File: config.mk
export PLATFORM = sky130hd
export DESIGN_NAME = uart_rx_oversample
export DESIGN_NICKNAME = d
export VERILOG_FILES = /design/src/rtl/uart_pkg.sv /design/src/rtl/uart_rx_sync.sv /design/src/rtl/uart_rx_oversample.sv
export SDC_FILE = /design/constraint.sdc
export NUM_CORES = 1
export LEC_CHECK = 0
export CORE_ASPECT_RATIO = 1.1
export CORE_MARGIN = 3
export CORE_UTILIZATION = 55
export CTS_CLUSTER_SIZE = 10
export DETAILED_ROUTE_END_ITERATION = 7
export PLACE_DENSITY_LB_ADDON = 0.1
export SYNTH_ARGS = -nofsm -noshare
export SYNTH_HDL_FRONTEND = slang
export SYNTH_SLANG_ARGS = --single-unit
File: constraint.sdc
create_clock -name clk -period 2.5 [get_ports clk]
set_input_delay 0.5 -clock clk [delete_from_list [all_inputs] [get_ports clk]]
set_output_delay 0.5 -clock clk [all_outputs]
set_load 0.03 [all_outputs]
File: src/rtl/uart_pkg.sv
// Shared UART definitions: receiver FSM states and oversampling tick positions.
// The transmitter uses the same package.
package uart_pkg;

    typedef enum logic [2:0] {
        IDLE,
        START,
        DATA,
        PARITY,
        STOP
    } rx_state_t;

    localparam logic [3:0] SAMP_CHK = 4'd7;
    localparam logic [3:0] SAMP_MID = 4'd9;
    localparam logic [3:0] SAMP_END = 4'd15;

endpackage

File: src/rtl/uart_rx_sync.sv
// Metastability synchroniser for the serial input plus a 3-tick majority voter.
// The voter samples the line at ticks SAMP_MID-2 and SAMP_MID-1 and resolves at SAMP_MID.
module uart_rx_sync #(
    parameter int SYNC_STAGES = 2,
    parameter bit RX_IDLE_VAL = 1'b1
) (
    input  logic       clk,
    input  logic       reset,
    input  logic       baud_clock_i,
    input  logic       rx_i,
    input  logic [3:0] samp_cnt_i,
    output logic       rx_s_o,
    output logic       maj_bit_o
);
    import uart_pkg::*;

    logic [SYNC_STAGES-1:0] sync_q;
    logic [1:0]             vote_q;

    // NOTE: the chain resets to the idle level so that leaving reset never looks like a start bit.
    always_ff @(posedge clk) begin
        if (reset) begin
            sync_q <= {SYNC_STAGES{RX_IDLE_VAL}};
            vote_q <= 2'b11;
        end else begin
            sync_q <= {sync_q[SYNC_STAGES-2:0], rx_i};
            if (baud_clock_i && samp_cnt_i == SAMP_MID - 4'd2) vote_q[0] <= rx_s_o;
            if (baud_clock_i && samp_cnt_i == SAMP_MID - 4'd1) vote_q[1] <= rx_s_o;
        end
    end

    // Normalise so downstream logic always sees 1 = idle/mark.
    assign rx_s_o    = RX_IDLE_VAL ? sync_q[SYNC_STAGES-1] : ~sync_q[SYNC_STAGES-1];
    assign maj_bit_o = (vote_q[0] & vote_q[1]) | (vote_q[0] & rx_s_o) | (vote_q[1] & rx_s_o);

endmodule

File: src/rtl/uart_rx_oversample.sv
// 16x oversampling UART receiver: start-bit qualification, mid-bit majority sampling,
// 7/8-bit LSB-first frames with optional parity, and host-facing byte/error registers.
module uart_rx_oversample #(
    parameter int SYNC_STAGES = 2,
    parameter bit RX_IDLE_VAL = 1'b1
) (
    input  logic       clk,
    input  logic       reset,
    input  logic       baud_clock,
    input  logic       rx,
    input  logic       bit8,
    input  logic       parity_en,
    input  logic       odd_n_even,
    input  logic       read_rx_byte,
    output logic [7:0] rx_byte,
    output logic       rx_ready,
    output logic       parity_err,
    output logic       framing_err,
    output logic       overflow
);
    import uart_pkg::*;

    rx_state_t  state_q, state_d;
    logic [3:0] samp_cnt_q, samp_cnt_d;
    logic [2:0] bit_cnt_q, bit_cnt_d;
    logic [7:0] shreg_q, shreg_d;
    logic       pbit_q, pbit_d;
    logic       armed_q, armed_d;
    logic [7:0] rx_byte_q, rx_byte_d;
    logic       rx_ready_q, rx_ready_d;
    logic       parity_err_q, parity_err_d;
    logic       framing_err_q, framing_err_d;
    logic       overflow_q, overflow_d;

    logic       rx_s, maj_bit;
    logic       shift_en, pbit_en, commit;
    logic [2:0] last_bit;
    logic [7:0] frame_data;
    logic       perr;

    uart_rx_sync #(
        .SYNC_STAGES (SYNC_STAGES),
        .RX_IDLE_VAL (RX_IDLE_VAL)
    ) u_sync (
        .clk          (clk),
        .reset        (reset),
        .baud_clock_i (baud_clock),
        .rx_i         (rx),
        .samp_cnt_i   (samp_cnt_q),
        .rx_s_o       (rx_s),
        .maj_bit_o    (maj_bit)
    );

    assign last_bit   = bit8 ? 3'd7 : 3'd6;
    // In 7-bit mode the frame sits in shreg[7:1]; shreg[0] is stale from the previous frame.
    assign frame_data = bit8 ? shreg_q : {1'b0, shreg_q[7:1]};
    assign perr       = ((^frame_data) ^ pbit_q) != odd_n_even;

    // NOTE: state is updated with non-blocking assignments so every flop samples pre-edge values.
    always_ff @(posedge clk) begin
        if (reset) state_q <= IDLE;
        else       state_q <= state_d;
    end

    // NOTE: every combinational output gets a default first, so no path can infer a latch.
    always_comb begin
        state_d = state_q;
        if (baud_clock) begin
            case (state_q)
                IDLE:    if (armed_q && !rx_s) state_d = START;
                START:   if (samp_cnt_q == SAMP_CHK && rx_s) state_d = IDLE;
                         else if (samp_cnt_q == SAMP_END)    state_d = DATA;
                DATA:    if (samp_cnt_q == SAMP_END && bit_cnt_q == last_bit)
                             state_d = parity_en ? PARITY : STOP;
                PARITY:  if (samp_cnt_q == SAMP_END) state_d = STOP;
                STOP:    if (samp_cnt_q == SAMP_MID) state_d = IDLE;
                default: state_d = IDLE;
            endcase
        end
    end

    always_comb begin
        shift_en = baud_clock && state_q == DATA   && samp_cnt_q == SAMP_MID;
        pbit_en  = baud_clock && state_q == PARITY && samp_cnt_q == SAMP_MID;
        commit   = baud_clock && state_q == STOP   && samp_cnt_q == SAMP_MID;
    end

    always_comb begin
        samp_cnt_d    = samp_cnt_q;
        bit_cnt_d     = bit_cnt_q;
        shreg_d       = shreg_q;
        pbit_d        = pbit_q;
        armed_d       = armed_q;
        rx_byte_d     = rx_byte_q;
        rx_ready_d    = rx_ready_q;
        parity_err_d  = parity_err_q;
        framing_err_d = framing_err_q;
        overflow_d    = overflow_q;

        if (baud_clock) begin
            if (state_q == IDLE) begin
                // A low stop bit disarms start detection until the line returns to idle.
                if (rx_s)         armed_d    = 1'b1;
                else if (armed_q) samp_cnt_d = '0;
            end else begin
                samp_cnt_d = samp_cnt_q + 4'd1;
            end
            if (state_q == START && samp_cnt_q == SAMP_END) bit_cnt_d = '0;
            if (state_q == DATA  && samp_cnt_q == SAMP_END) bit_cnt_d = bit_cnt_q + 3'd1;
        end

        if (shift_en) shreg_d = {maj_bit, shreg_q[7:1]};
        if (pbit_en)  pbit_d  = maj_bit;

        if (read_rx_byte && rx_ready_q) begin
            rx_ready_d = 1'b0;
            overflow_d = 1'b0;
        end
        if (commit) begin
            rx_byte_d     = frame_data;
            framing_err_d = ~maj_bit;
            parity_err_d  = perr & parity_en;
            rx_ready_d    = 1'b1;
            armed_d       = maj_bit;
            if (rx_ready_q && !read_rx_byte) overflow_d = 1'b1;
        end
    end

    always_ff @(posedge clk) begin
        if (reset) begin
            samp_cnt_q    <= '0;
            bit_cnt_q     <= '0;
            shreg_q       <= '0;
            pbit_q        <= 1'b0;
            armed_q       <= 1'b1;
            rx_byte_q     <= '0;
            rx_ready_q    <= 1'b0;
            parity_err_q  <= 1'b0;
            framing_err_q <= 1'b0;
            overflow_q    <= 1'b0;
        end else begin
            samp_cnt_q    <= samp_cnt_d;
            bit_cnt_q     <= bit_cnt_d;
            shreg_q       <= shreg_d;
            pbit_q        <= pbit_d;
            armed_q       <= armed_d;
            rx_byte_q     <= rx_byte_d;
            rx_ready_q    <= rx_ready_d;
            parity_err_q  <= parity_err_d;
            framing_err_q <= framing_err_d;
            overflow_q    <= overflow_d;
        end
    end

    assign rx_byte     = rx_byte_q;
    assign rx_ready    = rx_ready_q;
    assign parity_err  = parity_err_q;
    assign framing_err = framing_err_q;
    assign overflow    = overflow_q;

endmodule
==> results of run 1 <==
cell type report:
cell class | count | area [µm²] | share of cell area [%]
multi-input cells | 148 | 1030 | 48.7
flip-flops and latches | 36 | 721 | 34.1
repair buffers | 23 | 233 | 11.0
clock buffers | 7 | 65.1 | 3.08
well taps | 34 | 42.5 | 2.02
inverters | 6 | 22.5 | 1.07
worst paths after layout:
check | from | end | slack (ps) | depth (start not counted)
worst max-delay path | rx_ready | rx_ready | 570 | 1
worst min-delay path | u_sync.sync_q[0] | u_sync.sync_q[1] | 450 | 1
worst max register to register | state_q[1] | shreg_q[4] | 600 | 4
worst min register to register | u_sync.sync_q[0] | u_sync.sync_q[1] | 450 | 1
power groups by stage:
stage,Combinational [mW],Sequential [mW],Clock [mW]
after floorplan,0.0575,0.597,0
after global placement,0.0776,0.602,0
after detailed placement,0.0809,0.602,0
after CTS,0.0813,0.589,0.355
after global routing,0.0890,0.591,0.377
final,0.0811,0.589,0.347
Yosys cell counts (3+ instances only):
| library cell | instances |
|---|---|
| nor2b_1 | 6 |
| ha_1 | 4 |
| mux2i_1 | 17 |
| a211oi_1 | 7 |
| nand2b_1 | 4 |
| dfxtp_1 | 36 |
| xnor2_1 | 7 |
| xor2_1 | 3 |
| a211o_1 | 3 |
| nand2_1 | 14 |
| o21bai_1 | 3 |
| inv_1 | 5 |
| clkbuf_1 | 6 |
| nor2_1 | 27 |
| nand4_1 | 3 |
| a311oi_1 | 3 |
| a21oi_1 | 10 |
metrics by stage:
| stage | power, mW | instance area, µm² | util, % | hold WS [ps] | setup slack (ps) |
|---|---|---|---|---|---|
| global placement | 0.679 | 2050 | 66.0 | 394 | 392 |
| detailed placement | 0.683 | 2050 | 66.0 | 414 | 357 |
| floorplan | 0.654 | 1820 | - | 389 | 871 |
| global route | 1.06 | 2110 | 68.1 | 460 | 471 |
| CTS | 1.03 | 2110 | 68.1 | 438 | 560 |
| finish | 1.02 | 2110 | 68.1 | 448 | 575 |
logic make-up after synthesis:
kind of cell,Yosys count,share of synthesized area [%]
adder cells (fa/ha/maj),5,3.29
AO/OA/AOI/OAI,44,17.3
XOR/XNOR,11,6.04
AND/OR/NAND/NOR,71,20.4
multiplexers,17,9.33
flip-flops,36,39.5
buffers and inverters,16,4.18
metal layers:
layer / global-route usage [%] / share of wire, % / routed length [µm] / up-vias
met5: 0 / 0 / 0 / -
met4: 8.13 / 0.90 / 34 / 0
met3: 4.30 / 2.8 / 106 / 4
met2: 37.3 / 52 / 1970 / 19
met1: 24.2 / 44 / 1650 / 687
li1: - / - / - / 744
sequential cells by signal, summed over array words and instances, names as in the netlist, 2 cells and up, named ones only:
register	count
samp_cnt_q	4
u_sync.sync_q	2
u_sync.vote_q	2
bit_cnt_q	3
shreg_q	8
rx_byte	8
state_q	3
==> impl_metrics.toml, run 1 <==
[routing]
drc = 0
drtIter0Drc = 101
routed_wl_um = 3760
post_drt_wl_per_cell_um = 14.8
viasPerCell = 5.72
via_count = 1454
antenna_left = 0
drtPass1Iterations = 4

[yosys]
synthTopCellsByArea = "dfxtp_1 (40%), mux2i_1 (9.3%), nor2_1 (5.6%)"
ys_ff_latch = 36
netlist_area_mm2 = 0.00182
synth_edf_count = 0
ys.flop_type = "dfxtp_1"
synth_cells = 200
syn_nets = 212
yosysWarnings = 0
yosysSeqAreaShare_pct = 39.5
async_flop_share_pct = 0
yosys.area.top_type = "dfxtp_1"
yosys.area.top_type_share_pct = 39.5
syn_area_per_cell_um2 = 9.12
synthDistinctLibCells = 52

[pwr]
combPwrFrac_pct = 8.0
ir_drop_v = 0.000326
switching_share_pct = 23.6
clkPwrFrac_pct = 34.1
p_sw_mw = 0.240
seqPwrFrac_pct = 57.9
p_per_area_mw_per_mm2 = 482
p_int_mw = 0.778
power.static_leakage_nw = 0.744

[critical_path]
crit_path_start_kind = "register"
path_max_fanout = 4
critical-path-top-delay-family = "buffers and inverters"
cpMaxStageDelayCell = "clkdlybuf4s50_1"
path_buf_inv = 1
crit_type = "reg -> out"
cp_slowest_stage_delay_ps = 700
cp.required_ps = 2000
arrival_ps = 1430
crit_chain = "clkdlybuf4s50_1"
cp-end-kind = "output port"

[clocking]
clk_latency_ps = 340
clkTransAtPathRegs_ps = 110
cts_setup_buffers = 0
cts_hold_buffers = 0
ctsResizeCount = 0
numCtsBuffers = 5
cts-root-buf = "clkbuf_4"
htreeDepth = 2
cts_max_path_buffers = 2
clock-sinks = 36
cts_tree = "yes"

[die]
start_util_pct = 58.8
die_w_um = 60.9
die_h_um = 66.4
dieArea_mm2 = 0.00404
rows = 21
coreArea_mm2 = 0.00310
io_pins = 20

[place]
portBuffers = 19
gp_congestion = 0.814
hpwl_um = 2760
dp.cells = 247

[cells_and_area]
final_cell_count_no_fill = 254
area_delta_synth_final_pct = 15.7
diodes = 0
drive_gt1_share_pct = 11.8
final_common_cell = "dfxtp_1"
mostFrequentLayoutCells = "dfxtp_1 (36), nor2_1 (27), clkdlybuf4s50_1 (19)"
fillers = 279
fin_nets = 232

[hold_path]
hold_path.class = "reg -> reg"

[global_route]
grt_pass1_wl_um = 6400
grtUsageTotal_pct = 21.1
antenna_found_initial = 0
grt_max_degree = 28
first_global_vias = 1452
gr-total-overflow = 0

[timing]
worst_slew_pin_slew_ps = 529
setup_viol = 0
fin_setup_tns_ps = 0
period_needed_ps = 1930
finClkSkew_ps = 6.60
fmax_ghz = 0.519
drv_slew = 0
slew_headroom_pct = 64.6
rsz0062_at_grt = "false"
hold_viol_final = 0
fin_crit_sh_pct = 77.0

[outcome]
status = "finished, final reports clean"

[run]
maxCapViolCount = 0
(Power assumes the default switching activity.)
==> run 2, diff against run 1 <==
- CORE_UTILIZATION: 55 -> 50
- clock period: 2.5 -> 1.6 ns (I/O delays scaled with it)
==> run 2 against run 1 <==
The flow now finishes with violations (setup timing). Combinational power is 100% higher. Critical endpoint is now state_q[2]. Sequential cell count stayed put. Largest power group unchanged. Sequential power is 55% higher. Via count is 8.7% higher. Critical path depth is 7 higher. Total power is 56% higher. Register-to-register slack worse by 670 ps.
==> impl_metrics.toml, run 2 (same netlist as run 1, synthesis figures left out) <==
[outcome]
status = "complete, but fails checks"
violations = "setup timing"

[timing]
hold_viol_final = 0
drv_slew = 0
fmax_ghz = 0.600
period_needed_ps = 1670
fin_setup_tns_ps = -112
fin_crit_sh_pct = 104
slew_headroom_pct = 76.1
rsz0062_at_grt = "true"
setup_slack_ps = -67.0
finClkSkew_ps = 7.08
setup_viol = 2
worst_slew_pin_slew_ps = 356

[routing]
post_drt_wl_per_cell_um = 14.4
viasPerCell = 5.34
drtPass1Iterations = 4
via_count = 1581
drc = 0
antenna_left = 0
drtIter0Drc = 60
routed_wl_um = 4250

[critical_path]
reg2reg_slack_ps = -70
crit_chain = "inv_2 > ha_4 > nor2b_4 > a211o_1 > a21o_1 > buf_6 > a211oi_2 > a31o_1"
crit_path_start_kind = "register"
path_buf_inv = 2
cpMaxStageDelayCell = "dfxtp_2"
cp.depth = 8
r2r_end = "state_q[2]"
r2r_start = "samp_cnt_q[1]"
critPathLaunch = "samp_cnt_q[1]"
arrival_ps = 1950
cp.required_ps = 1890
crit_end = "state_q[2]"
cp-end-kind = "register"
path_max_fanout = 5
cp_slowest_stage_delay_ps = 350
r2r_cells = 8
crit_type = "reg -> reg"
critical-path-top-delay-family = "compound AO/OA/AOI/OAI gates"

[global_route]
grt_max_degree = 19
grt_pass1_wl_um = 7020
first_global_vias = 1592
antenna_found_initial = 0
grtUsageTotal_pct = 19.9
gr-total-overflow = 0

[cells_and_area]
mostFrequentLayoutCells = "dfxtp_1 (33), nor2_1 (27), buf_4 (24)"
fin_nets = 259
multi_input_area_mm2 = 0.00113
area_delta_synth_final_pct = 36.4
final_cell_count_no_fill = 296
drive_gt1_share_pct = 27.8
fin_area_mm2 = 0.00249
fillers = 287
final_common_cell = "dfxtp_1"
diodes = 0
regArea_um2 = 727
utilization_pct = 72.9

[die]
start_util_pct = 53.4
dieArea_mm2 = 0.00441
die_w_um = 63.6
die_h_um = 69.4
rows = 22
io_pins = 20
coreArea_mm2 = 0.00341

[clocking]
cts_tree = "yes"
clk_latency_ps = 340
clkTransAtPathRegs_ps = 110
htreeDepth = 2
clock-sinks = 36
cts-root-buf = "clkbuf_4"
cts_hold_buffers = 0
numCtsBuffers = 5
cts_max_path_buffers = 2

[hold_path]
hold_path.class = "reg -> reg"

[place]
placed_cell_area_mm2 = 0.00222
portBuffers = 19
gp_congestion = 0.801
dp.cells = 280
hpwl_um = 2930

[pwr]
p_per_area_mw_per_mm2 = 639
ir_drop_v = 0.000624
power_mw = 1.59
power.static_leakage_nw = 0.988

[run]
maxCapViolCount = 0
-- run 2: changes by cell type in the layout (fill, tap and decap cells not counted), moves of 3 or more --
cell,previous run,this run
buf_4,3,24
dfxtp_1,36,33
dlygate4sd2_1,0,12
clkdlybuf4s50_1,19,6
-- run 2: power by group --
| group | switching, mW | internal, mW |
|---|---|---|
| Combinational | 0.0808 | 0.0812 |
| Sequential | 0.0106 | 0.904 |
| Clock | 0.297 | 0.217 |
-- run 2: how the worst min path moves through the flow --
stage | start | to | slack, ps | depth (start not counted)
global route | u_sync.sync_q[0] | u_sync.sync_q[1] | 440 | 1
CTS | u_sync.sync_q[0] | u_sync.sync_q[1] | 410 | 1
detailed placement | u_sync.sync_q[0] | u_sync.sync_q[1] | 390 | 1
finish | u_sync.sync_q[0] | u_sync.sync_q[1] | 410 | 1
global placement | u_sync.sync_q[0] | u_sync.sync_q[1] | 390 | 1
floorplan | u_sync.sync_q[0] | u_sync.sync_q[1] | 390 | 1
-- run 2: timing repair --
action                     4_1_cts  5_1_grt
setup endpoints to repair       21       20
resized for setup               29        9
setup buffers                    2        4
hold endpoints to repair         0        0
pin swaps                        8        9
gates cloned                     0        2
-- run 2: worst register-to-register path: cells and delay by family (launching register included) --
| family | cells | cell delay (ps) |
|---|---|---|
| compound gates | 4 | 820 |
| fa+ha+maj | 1 | 140 |
| buf+inv | 2 | 190 |
| simple gates | 1 | 130 |
| flops | 1 | 350 |
-- run 2: area by class of cell --
| type | instances | area share [%] |
|---|---|---|
| multi-input cells | 148 | 45.4 |
| flip-flops and latches | 36 | 29.2 |
| repair buffers | 50 | 19.7 |
| well taps | 48 | 2.41 |
| clock buffers | 8 | 2.36 |
| inverters | 6 | 0.905 |
-- run 2: metrics by stage --
| step | hold slack [ps] | worst slack [ps] |
|---|---|---|
| floorplan | 389 | 24.3 |
| global placement | 391 | -235 |
| detailed placement | 394 | -280 |
| CTS | 407 | -67.6 |
| global route | 436 | -143 |
| finish | 410 | -67.0 |
-- run 2: layer usage --
layer  track usage (%)  share of wire [%]
met1              22.5                 43
met2              35.5                 52
met3              4.86                3.1
met4              7.43                2.1
met5                 0                  0
